**src/rtl/led_pattern_sequencer.sv**
```systemverilog
// LED pattern scheduler: steps 8 LEDs through run-up, run-down, ping-pong or blink
// at a prescaled rate, with start/stop/pause control and optional auto-stop.
module led_pattern_sequencer #(
  parameter int unsigned N_LED  = 8,
  parameter int unsigned DIV    = 25_000_000,
  parameter int unsigned REPEAT = 0
) (
  input  logic             clock,
  input  logic             reset,
  input  logic             start,
  input  logic             stop,
  input  logic             pause,
  input  logic [1:0]       mode,
  output logic [N_LED-1:0] led,
  output logic             busy,
  output logic             step,
  output logic             done
);

  localparam int unsigned IW = $clog2(N_LED);
  localparam int unsigned PW = $clog2(DIV);
  localparam int unsigned SW = $clog2(REPEAT + 2);

  localparam logic [PW-1:0] PRE_MAX    = PW'(DIV - 1);
  localparam logic [IW-1:0] IDX_MAX    = IW'(N_LED - 1);
  localparam logic [IW-1:0] IDX_BOUNCE = IW'(N_LED - 2);
  localparam logic [SW-1:0] LAST_SWEEP = SW'((REPEAT == 0) ? 0 : REPEAT - 1);
  localparam bit            HAS_REPEAT = (REPEAT != 0);

  localparam logic [1:0] M_UP    = 2'd0;
  localparam logic [1:0] M_DOWN  = 2'd1;
  localparam logic [1:0] M_PING  = 2'd2;
  localparam logic [1:0] M_BLINK = 2'd3;

  typedef enum logic [1:0] {IDLE, RUN, PAUSE} state_t;

  state_t          state;
  logic [1:0]      mode_q;
  logic [PW-1:0]   pre;
  logic [IW-1:0]   idx;
  logic            dir;
  logic [SW-1:0]   sweep;

  logic [IW-1:0]    adv_idx;
  logic             adv_dir;
  logic [N_LED-1:0] adv_led;
  logic             adv_wrap;
  logic             last_sweep;

  function automatic logic [IW-1:0] start_idx(input logic [1:0] m);
    return (m == M_DOWN) ? IDX_MAX : '0;
  endfunction

  function automatic logic [N_LED-1:0] start_led(input logic [1:0] m);
    logic [N_LED-1:0] v;
    v = (m == M_BLINK) ? '1 : (N_LED'(1) << start_idx(m));
    return v;
  endfunction

  // Next pattern position and whether it lands back on the mode's start value
  always_comb begin
    adv_idx  = idx;
    adv_dir  = dir;
    adv_led  = led;
    adv_wrap = 1'b0;
    case (mode_q)
      M_UP: begin
        adv_idx  = (idx == IDX_MAX) ? '0 : idx + IW'(1);
        adv_led  = N_LED'(1) << adv_idx;
        adv_wrap = (adv_idx == '0);
      end
      M_DOWN: begin
        adv_idx  = (idx == '0) ? IDX_MAX : idx - IW'(1);
        adv_led  = N_LED'(1) << adv_idx;
        adv_wrap = (adv_idx == IDX_MAX);
      end
      M_PING: begin
        if (dir) begin
          if (idx == IDX_MAX) begin
            adv_idx = IDX_BOUNCE;
            adv_dir = 1'b0;
          end else begin
            adv_idx = idx + IW'(1);
          end
        end else begin
          if (idx == '0) begin
            adv_idx = IW'(1);
            adv_dir = 1'b1;
          end else begin
            adv_idx = idx - IW'(1);
          end
        end
        adv_led  = N_LED'(1) << adv_idx;
        adv_wrap = (adv_idx == '0);
      end
      M_BLINK: begin
        adv_led  = ~led;
        adv_wrap = (led == '0);
      end
    endcase
    last_sweep = HAS_REPEAT && (sweep == LAST_SWEEP);
  end

  always_ff @(posedge clock) begin
    if (reset) begin
      state  <= IDLE;
      led    <= '0;
      busy   <= 1'b0;
      step   <= 1'b0;
      done   <= 1'b0;
      pre    <= '0;
      idx    <= '0;
      dir    <= 1'b0;
      sweep  <= '0;
      mode_q <= M_UP;
    end else begin
      step <= 1'b0;
      done <= 1'b0;
      case (state)
        IDLE: begin
          led  <= '0;
          pre  <= '0;
          busy <= 1'b0;
          if (start && !stop) begin
            state  <= RUN;
            busy   <= 1'b1;
            mode_q <= mode;
            sweep  <= '0;
            idx    <= start_idx(mode);
            dir    <= 1'b1;
            led    <= start_led(mode);
          end
        end
        RUN, PAUSE: begin
          if (stop) begin
            state <= IDLE;
            busy  <= 1'b0;
            led   <= '0;
            pre   <= '0;
          end else if (pause) begin
            state <= PAUSE;
          end else begin
            // Releasing pause counts in the same cycle, so the step slips by exactly the paused time
            state <= RUN;
            if (pre == PRE_MAX) begin
              pre  <= '0;
              step <= 1'b1;
              if (mode != mode_q) begin
                mode_q <= mode;
                sweep  <= '0;
                idx    <= start_idx(mode);
                dir    <= 1'b1;
                led    <= start_led(mode);
              end else begin
                idx <= adv_idx;
                dir <= adv_dir;
                led <= adv_led;
                if (adv_wrap) begin
                  if (sweep != '1) sweep <= sweep + SW'(1);
                  if (last_sweep) begin
                    done  <= 1'b1;
                    state <= IDLE;
                    busy  <= 1'b0;
                  end
                end
              end
            end else begin
              pre <= pre + PW'(1);
            end
          end
        end
        default: state <= IDLE;
      endcase
    end
  end

endmodule
```
**config.mk**
```make
export PLATFORM = sky130hd
export DESIGN_NAME = led_pattern_sequencer
export DESIGN_NICKNAME = d
export VERILOG_FILES = /design/src/rtl/led_pattern_sequencer.sv
export SDC_FILE = /design/constraint.sdc
export NUM_CORES = 1
export LEC_CHECK = 0
export CORE_MARGIN = 5
export CORE_UTILIZATION = 65
export CTS_BUF_LIST = sky130_fd_sc_hd__clkbuf_2 sky130_fd_sc_hd__clkbuf_4 sky130_fd_sc_hd__clkbuf_8
export CTS_CLUSTER_SIZE = 30
export DETAILED_ROUTE_END_ITERATION = 8
export PLACE_DENSITY = 0.84
export SYNTH_ARGS = -nofsm -noshare
export SYNTH_HDL_FRONTEND = slang
export SYNTH_SLANG_ARGS = --single-unit
```
**constraint.sdc**
```tcl
create_clock -name clock -period 4.7 [get_ports clock]
set_input_delay 1.41 -clock clock [delete_from_list [all_inputs] [get_ports clock]]
set_output_delay 1.41 -clock clock [all_outputs]
set_load 0.02 [all_outputs]
```
==> impl_metrics.yaml <==
run_status:
  status: "finished, final reports clean"
setup_path:
  cpPeakStageDelay_ps: 610
  worstSetupEndpointType: "flop"
  start_kind: "input port"
  cp_max_fo: 43
  cp.arrival_ps: 3600
  worstPathRequired_ps: 4940
  cp_cell_sequence: "clkdlybuf4s50_1 > nor3b_1 > o31a_4 > or4b_1 > o21ai_1"
  critPathKind: "in -> reg"
  cp_slowest_cell: "nor3b_1"
clocking:
  clock_latency_ps: 310
  tritoncts: "yes"
  clk_path_buf_depth: 2
  clkTransAtPathRegs_ps: 80
  cts_sinks: 43
  numCtsBuffers: 5
  clock_tree.root_cell: "clkbuf_8"
  hold_buffers: 0
  post_cts_buffers: 0
  post_cts_resized: 0
  cts_max_level: 2
synth:
  avgSynthCellArea_um2: 8.26
  synth_xor_area_share_pct: 0.616
  yosys-top-cells-count: "dfxtp_1, nand2_1, nor2_1"
  synth_fa_ha_area_share_pct: 5.72
  yosys_register_bits: 43
  postSynthNetCount: 364
  syn_area_mm2: 0.00284
  synth_cell_types: 65
  synth-edff-count: 0
  synth_mux_area_share_pct: 1.10
  synth.most_common_cell: "dfxtp_1"
  synth_top_area_share_pct: 30.3
  synth_top_family_by_area: "simple AND/OR/NAND/NOR gates"
  synthArstFlopShare_pct: 0
  ys_seq_area_share_pct: 30.3
  synth_simple_gate_area_share_pct: 28.7
  synth_top_cell_by_area: "dfxtp_1"
  netlist_top_cells_area: "dfxtp_1, a311oi_1, ha_1"
  synth_compound_area_share_pct: 28.0
  netlist_instances: 344
  ys_warn_count: 0
  synth_ff_type: "dfxtp_1"
cells_and_area:
  seq_area_um2: 861
  area_growth_pct: 9.42
  multi_input_area_mm2: 0.00183
  antenna_cells: 0
  drive_gt1_share_pct: 7.71
  fillers: 355
  nNetsFinal: 369
drt:
  wl_per_cell_um: 16.6
  viasPerCell: 6.55
  drtIter0Drc: 200
  routed_wl_um: 6680
  drc_errors: 0
  ant_nets: 0
  first_pass_iters: 5
  via_count: 2635
power:
  finalPower_w: 0.00106
  power_density_mw_per_mm2: 341
  power_leakage_nw: 1.00
  ir_drop_v: 0.000249
flow_run:
  drv_cap: 0
global_route:
  grt_pass1_vias: 2528
  overflow: 0
  grt_pass1_wl_um: 11700
  grt_max_degree: 44
  antenna_found_initial: 0
  track_usage_pct: 23.7
floorplan:
  die_x_um: 76.1
  dieHeight_um: 76.1
  start_util_pct: 66.2
  ioPinCount: 18
  die-area_mm2: 0.00579
  core_area_mm2: 0.00429
  row_count: 24
sta:
  slew_headroom_pct: 23.1
  rsz0062_at_grt: "false"
  fin_crit_ps: 3350
  tns_ps: 0
  drv_slew: 0
  tightest_slew_ps: 1140
  period_share_pct: 71.3
  fmax_ghz: 0.298
  finClkSkew_ps: 9.75
  holdWs_ps: 492
  finalHoldViolCount: 0
  setup_viol: 0
hold_path:
  hp-class: "reg -> reg"
placed_design:
  numPortBuffers: 16
  hpwl_um: 4680
  routabilityCongestion: 0.857
worst paths after layout:
path,startpoint,end,slack [ps],depth (start not counted)
hold / removal,pre[24]$_SDFFE_PP0P_,pre[24]$_SDFFE_PP0P_,490,1
hold reg to reg,pre[24]$_SDFFE_PP0P_,pre[24]$_SDFFE_PP0P_,490,1
setup reg to reg,state[0]$_SDFFE_PP0P_,pre[12]$_SDFFE_PP0P_,1900,6
setup / recovery,stop,pre[12]$_SDFFE_PP0P_,1350,5
area by class of cell:
class | instances | area share (%)
flip-flops and latches | 43 | 27.7
clock inverters | 2 | 1.93
repair buffers | 17 | 5.39
well taps | 52 | 2.09
clock buffers | 6 | 2.45
inverters | 14 | 1.69
multi-input cells | 268 | 58.8
layout by cell type (no fill, tap or decap), types with 3 or more instances in the layout:
master           netlist  final
a41oi_1                9      9
or4_1                  3      3
and2_1                 3      3
a21oi_1               20     20
nand4_1                7      7
nor2_1                30     30
clkbuf_8               0      5
inv_1                 14     14
o21ai_1                3      3
nand2_1               32     32
nand3_1               13     13
or2_2                  3      3
and3_1                 9      9
a311oi_1              23     23
a31oi_1               13     13
dfxtp_1               43     43
nand2b_1              15     15
o21ai_0               10     10
or4_4                  3      3
ha_1                  13     13
a211oi_1               8      8
clkdlybuf4s50_1        0     16
state kept, by name, summed over array words and instances, names as in the netlist:
register  count
pre          25
led           8
idx           3
mode_q        2
state         2
busy          1
dir           1
step          1
routing by layer:
layer	vias to the layer above	wire, um	global-route usage [%]
li1	1326	-	-
met1	1236	3080	30.2
met5	-	0	0
met3	11	291	5.56
met4	0	120	10.3
met2	62	3190	38.0
power breakdown:
group / switching, W / internal [W]
sequential: 0.0000225 / 0.000386
combinational: 0.000190 / 0.000114
clock: 0.000130 / 0.000218
per-stage QoR:
step / cells / instance area, um^2 / util (%) / setup WS, ps
floorplan: 344 / 2840 / - / 2010
global placement: 394 / 2970 / 69.2 / 1200
detailed placement: 394 / 2970 / 69.2 / 1050
CTS: 402 / 3110 / 72.4 / 1380
global route: 402 / 3110 / 72.4 / 1220
finish: 402 / 3110 / 72.4 / 1350
worst max-delay path: cells and delay by family:
| family | cells | cell delay, ps |
|---|---|---|
| AO/OA/AOI/OAI | 2 | 610 |
| buffers and inverters | 1 | 490 |
| AND/OR/NAND/NOR | 2 | 1080 |
logic make-up (layout without fill, tap and decap cells):
kind of cell,after synthesis,after routing
AO/OA/AOI/OAI,107,107
XOR/XNOR,2,2
adder cells (fa/ha/maj),13,13
buffers and inverters,33,39
flip-flops,43,43
multiplexers,3,3
other,1,1
AND/OR/NAND/NOR,142,142
(Power assumes the default switching activity.)
